`src/rtl/mips_cpu_muldiv_ctrl.sv`:
```
// Hi/Lo register pair with iterative 32-bit multiply/divide sequencer.
// One bit per cycle: MULT/MULTU shift-add, DIV/DIVU restoring; MTHI/MTLO write directly.
module mips_cpu_muldiv_ctrl (
  input  logic        clk,
  input  logic        reset,
  input  logic        start,
  input  logic [2:0]  op,
  input  logic [31:0] a,
  input  logic [31:0] b,
  output logic        busy,
  output logic        done,
  output logic [31:0] hi,
  output logic [31:0] lo
);

  typedef enum logic [1:0] {S_IDLE, S_MUL, S_DIV, S_FIX} state_t;
  typedef enum logic [2:0] {
    OP_MULT = 3'd0, OP_MULTU = 3'd1, OP_DIV = 3'd2, OP_DIVU = 3'd3,
    OP_MTHI = 3'd4, OP_MTLO  = 3'd5
  } op_t;

  state_t      state, state_nx;
  logic [4:0]  cnt, cnt_nx;
  logic [63:0] acc, acc_nx;
  logic [31:0] opa, opa_nx;   // multiplicand / dividend magnitude
  logic [31:0] opb, opb_nx;   // multiplier / divisor magnitude
  logic        neg_res, neg_res_nx, neg_rem, neg_rem_nx, is_div, is_div_nx;
  logic [31:0] hi_nx, lo_nx;
  logic        busy_nx, done_nx;

  logic        op_mul, op_div, op_signed, a_neg, b_neg;
  logic [31:0] a_mag, b_mag;
  logic [32:0] mul_sum, rem_sh, rem_sub;
  logic [63:0] prod;

  assign op_mul    = (op == OP_MULT) || (op == OP_MULTU);
  assign op_div    = (op == OP_DIV)  || (op == OP_DIVU);
  assign op_signed = (op == OP_MULT) || (op == OP_DIV);
  assign a_neg     = op_signed & a[31];
  assign b_neg     = op_signed & b[31];
  assign a_mag     = a_neg ? 32'd0 - a : a;
  assign b_mag     = b_neg ? 32'd0 - b : b;

  // Carry out of the upper-half add is kept and shifted into acc[63].
  assign mul_sum = {1'b0, acc[63:32]} + (opb[0] ? {1'b0, opa} : 33'd0);
  // Shifted remainder needs 33 bits since it can exceed a 32-bit divisor.
  assign rem_sh  = acc[63:31];
  assign rem_sub = rem_sh - {1'b0, opb};
  assign prod    = neg_res ? 64'd0 - acc : acc;

  always_ff @(posedge clk or posedge reset) begin
    if (reset) state <= S_IDLE;
    else       state <= state_nx;
  end

  always_comb begin
    state_nx = state;
    unique case (state)
      S_IDLE: begin
        if (start && op_mul)      state_nx = S_MUL;
        else if (start && op_div) state_nx = S_DIV;
      end
      S_MUL:   if (cnt == 5'd31) state_nx = S_FIX;
      S_DIV:   if (cnt == 5'd31) state_nx = S_FIX;
      S_FIX:   state_nx = S_IDLE;
      default: state_nx = S_IDLE;
    endcase
  end

  always_comb begin
    cnt_nx     = cnt;
    acc_nx     = acc;
    opa_nx     = opa;
    opb_nx     = opb;
    neg_res_nx = neg_res;
    neg_rem_nx = neg_rem;
    is_div_nx  = is_div;
    hi_nx      = hi;
    lo_nx      = lo;
    done_nx    = 1'b0;
    unique case (state)
      S_IDLE: begin
        if (start) begin
          if (op_mul || op_div) begin
            cnt_nx     = '0;
            opa_nx     = a_mag;
            opb_nx     = b_mag;
            neg_res_nx = a_neg ^ b_neg;
            neg_rem_nx = a_neg;
            is_div_nx  = op_div;
            acc_nx     = op_div ? {32'd0, a_mag} : '0;
          end else if (op == OP_MTHI) begin
            hi_nx   = a;
            done_nx = 1'b1;
          end else if (op == OP_MTLO) begin
            lo_nx   = a;
            done_nx = 1'b1;
          end
        end
      end
      S_MUL: begin
        acc_nx = {mul_sum, acc[31:1]};
        opb_nx = opb >> 1;
        cnt_nx = cnt + 5'd1;
      end
      S_DIV: begin
        if (!rem_sub[32]) acc_nx = {rem_sub[31:0], acc[30:0], 1'b1};
        else              acc_nx = {acc[62:0], 1'b0};
        cnt_nx = cnt + 5'd1;
      end
      S_FIX: begin
        done_nx = 1'b1;
        if (is_div) begin
          if (opb == 32'd0) begin
            // Restore the original dividend from its magnitude and sign.
            hi_nx = neg_rem ? 32'd0 - opa : opa;
            lo_nx = '1;
          end else begin
            hi_nx = neg_rem ? 32'd0 - acc[63:32] : acc[63:32];
            lo_nx = neg_res ? 32'd0 - acc[31:0]  : acc[31:0];
          end
        end else begin
          hi_nx = prod[63:32];
          lo_nx = prod[31:0];
        end
      end
      default: ;
    endcase
  end

  assign busy_nx = (state_nx != S_IDLE);

  always_ff @(posedge clk or posedge reset) begin
    if (reset) begin
      cnt     <= '0;
      acc     <= '0;
      opa     <= '0;
      opb     <= '0;
      neg_res <= 1'b0;
      neg_rem <= 1'b0;
      is_div  <= 1'b0;
      hi      <= '0;
      lo      <= '0;
      busy    <= 1'b0;
      done    <= 1'b0;
    end else begin
      cnt     <= cnt_nx;
      acc     <= acc_nx;
      opa     <= opa_nx;
      opb     <= opb_nx;
      neg_res <= neg_res_nx;
      neg_rem <= neg_rem_nx;
      is_div  <= is_div_nx;
      hi      <= hi_nx;
      lo      <= lo_nx;
      busy    <= busy_nx;
      done    <= done_nx;
    end
  end

endmodule

```
`config.mk`:
```
export PLATFORM = sky130hd
export DESIGN_NAME = mips_cpu_muldiv_ctrl
export DESIGN_NICKNAME = d
export VERILOG_FILES = /design/src/rtl/mips_cpu_muldiv_ctrl.sv
export SDC_FILE = /design/constraint.sdc
export NUM_CORES = 1
export LEC_CHECK = 0
export ABC_AREA = 1
export BUFFER_PORTS_ARGS = -buffer_cell sky130_fd_sc_hd__clkbuf_2
export CORE_AREA = 2 2 208 210
export DETAILED_ROUTE_END_ITERATION = 10
export DIE_AREA = 0 0 210 212
export PLACE_DENSITY = 0.7
export SKIP_CTS_REPAIR_TIMING = 1
export SLEW_MARGIN = 10
export SYNTH_ARGS = -nofsm -noshare
export SYNTH_HDL_FRONTEND = slang
export SYNTH_SLANG_ARGS = --single-unit
```
`constraint.sdc`:
```
create_clock -name clk -period 6.85 [get_ports clk]
set_input_delay 1.37 -clock clk [delete_from_list [all_inputs] [get_ports clk]]
set_output_delay 1.37 -clock clk [all_outputs]
set_load 0.01 [all_outputs]
```
==> results.toml <==
[run_status]
status = "finished clean"

[synthesis]
ys_top_cells_by_area = "dfrtp_1 (24%), nand2_1 (20%), nand3_1 (9.1%), nor2_1 (9.0%), inv_1 (7.4%)"
synth-edff-count = 0
synth-main-ff-cell = "dfrtp_1"
async_flop_share_pct = 100
yosys-top-cells-count = "nand2_1 (1130), nor2_1 (503), inv_1 (413), nand3_1 (383), o21ai_0 (205)"
ys_seq_elements = 204
synth_top_area_cell = "dfrtp_1"
synth_top_family_by_area = "simple AND/OR/NAND/NOR gates"
synth.top_cell.area_share_pct = 24.3
synth_seq_area_share_pct = 24.3
yosys-mux-area-fraction_pct = 0
syn_avg_cell_area_sq_um = 5.82
synth_fp_nets = 3757
synthXorXnorAreaFrac_pct = 3.30
synth_compound_area_share_pct = 12.9
yosysMostFrequentCell = "nand2_1"
synth_cells = 3609
synth_cell_types = 52
yosys_warnings = 0
netlist_area_sq_um = 21000
synthAdderAreaFrac_pct = 4.72
synth-simple-area-share_pct = 44.4

[floorplan]
initial_core_util_pct = 49.4
io_pins = 136
fp.dieW_um = 210
die_h_um = 212
core_area_sq_um = 42500
num_rows = 76
dieArea_sq_um = 44500

[timing]
finalSetupTns_ns = 0
fmax_ghz = 0.264
rsz0062_at_grt = "no"
drv_slew = 0
period_needed_ns = 3.78
tightest_slew_ns = 1.26
maxSlewHeadroom_pct = 16.1
hold_viol_final = 0
finClkSkew_ns = 0.0209
layout_setup_ws_ns = 3.07
fin_crit_sh_pct = 55.2
setup_viol = 0
hold_slack_ns = 0.478

[detailed_routing]
avgViaCountPerCell = 5.85
routed_wl_mm = 87.2
dr.pass1.iters = 6
first_iter_violations = 3347
post_drt_wl_per_cell_um = 20.6
drc = 0
postRouteAntennaNets = 0
dr_total_vias = 24800

[final_layout]
drive_gt1_share_pct = 8.05
fillers = 4559
final_area_sq_um = 23000
diodes = 0
syn2layout_area_growth_pct = 9.40
layout.nets = 3820

[cts]
clk_root_buffer_cell = "clkbuf_16"
clk_pin_slew_ns = 0.06
cts_buffers = 27
insertion_delay_ns = 0.58
cts_buffer_depth = 3
cts.sinks = 204
cts_tree = "yes"
htreeDepth = 1

[worst_setup_path]
cpMaxStageDelayCell = "nor2_4"
cp.depth = 10
cp_max_fo = 24
cpMostUsedCell = "nand2_1"
critPathRequiredTime_ns = 7.31
critPathArrivalTime_ns = 4.24
cpPeakStageDelay_ns = 0.91
start_kind = "flip-flop"
cp_num_buf_inv = 2
end_kind = "flip-flop"
crit_type = "flip-flop to flip-flop"
path_cells = "inv_1 -> nand4_1 -> nor2_1 -> nand4_2 -> nor2_4 -> inv_2 -> nand2_1 -> nand2_1 -> nand3_1 -> a21oi_1"
reg2reg_depth = 10
cp_top_family = "simple AND/OR/NAND/NOR gates"

[placed_design]
hpwl_mm = 67.3
place_congestion = 1.04
port-buffer-count = 135
place_ws_ns = 2.83
placed_area_sq_um = 22000

[run]
cap_violations = 0

[power_and_ir_drop]
peakVddDrop_mv = 0.398
power.density_nw_per_um2 = 455
p_leak_nw = 12.1

[hold_path]
hold_depth = 2
hold_class = "flip-flop to flip-flop"

[grt]
antenna_found_initial = 2
grt_usage_pct = 38.4
grt_overflow_total = 0
grt_pass1_vias = 22100
grt_pass1_wl_mm = 131
grt_max_degree = 75
[cell families (layout without fill, tap and decap cells)]
group,after synthesis,count (layout)
flip-flops,204,204
buffers and inverters,554,636
AND/OR/NAND/NOR,2196,2196
XOR/XNOR,79,79
adder cells (fa/ha/maj),78,78
AO/OA/AOI/OAI,498,498
[area by class of cell]
type / count / area, sq um / area share (%)
flip-flops and latches: 204 / 5110 / 22.2
clock inverters: 10 / 170 / 0.741
repair buffers: 158 / 848 / 3.70
well taps: 546 / 683 / 2.98
multi-input cells: 2851 / 13800 / 60.0
clock buffers: 38 / 767 / 3.34
inverters: 430 / 1620 / 7.05
[state kept, by name, summed over array words and instances, names as in the netlist, 2 cells and up]
register,flops
cnt,5
acc,64
opb,32
lo,32
opa,32
hi,32
state,2
[tightest hold or removal path, stage by stage (launching register included)]
cell and delay (ns):
dfrtp_1 0.34, nand2_1 0.05, nand2_1 0.05
[layout by cell type (no fill, tap or decap), drive strengths merged, types with 23 or more instances in the layout]
cell,instances
o21ai,212
nand4,51
ha,76
clkbuf,173
a21oi,184
inv,426
buf,23
nand3,397
nor2,516
dfrtp,204
nor3,24
o22ai,34
nand2,1161
xor2,66
[worst paths after layout]
kind / startpoint / endpoint / slack, ns
hold reg to reg: opb[23] / opb[23] / 0.48
max in group asynchronous: reset / lo[2] / 4.58
hold / removal: opb[23] / opb[23] / 0.48
min in group asynchronous: reset / hi[21] / 0.89
setup reg to reg: opb[31] / hi[20] / 3.07
setup / recovery: opb[31] / hi[20] / 3.07
[power breakdown]
| group | switching (mW) | internal (mW) |
|---|---|---|
| clock network | 0.595 | 0.929 |
| logic | 4.69 | 1.91 |
| registers | 0.612 | 1.72 |
| total | 5.90 | 4.55 |
[layer usage]
layer	vias to the layer above	global-route usage, %	wire length (um)
met5	-	0	12
met4	2	12.5	3210
met3	198	9.13	10500
met2	1406	56.0	35900
met1	11400	55.5	37500
li1	11800	-	-
[per-stage QoR]
step	power, mW	std cells	utilization, %
after global placement	8.62	4189	51.8
after global routing	11.2	4237	54.0
after floorplan	6.58	3609	-
final	10.5	4237	54.0
after CTS	10.2	4237	54.0
after detailed placement	8.65	4189	51.8
Power figures use the tool's default switching activity.
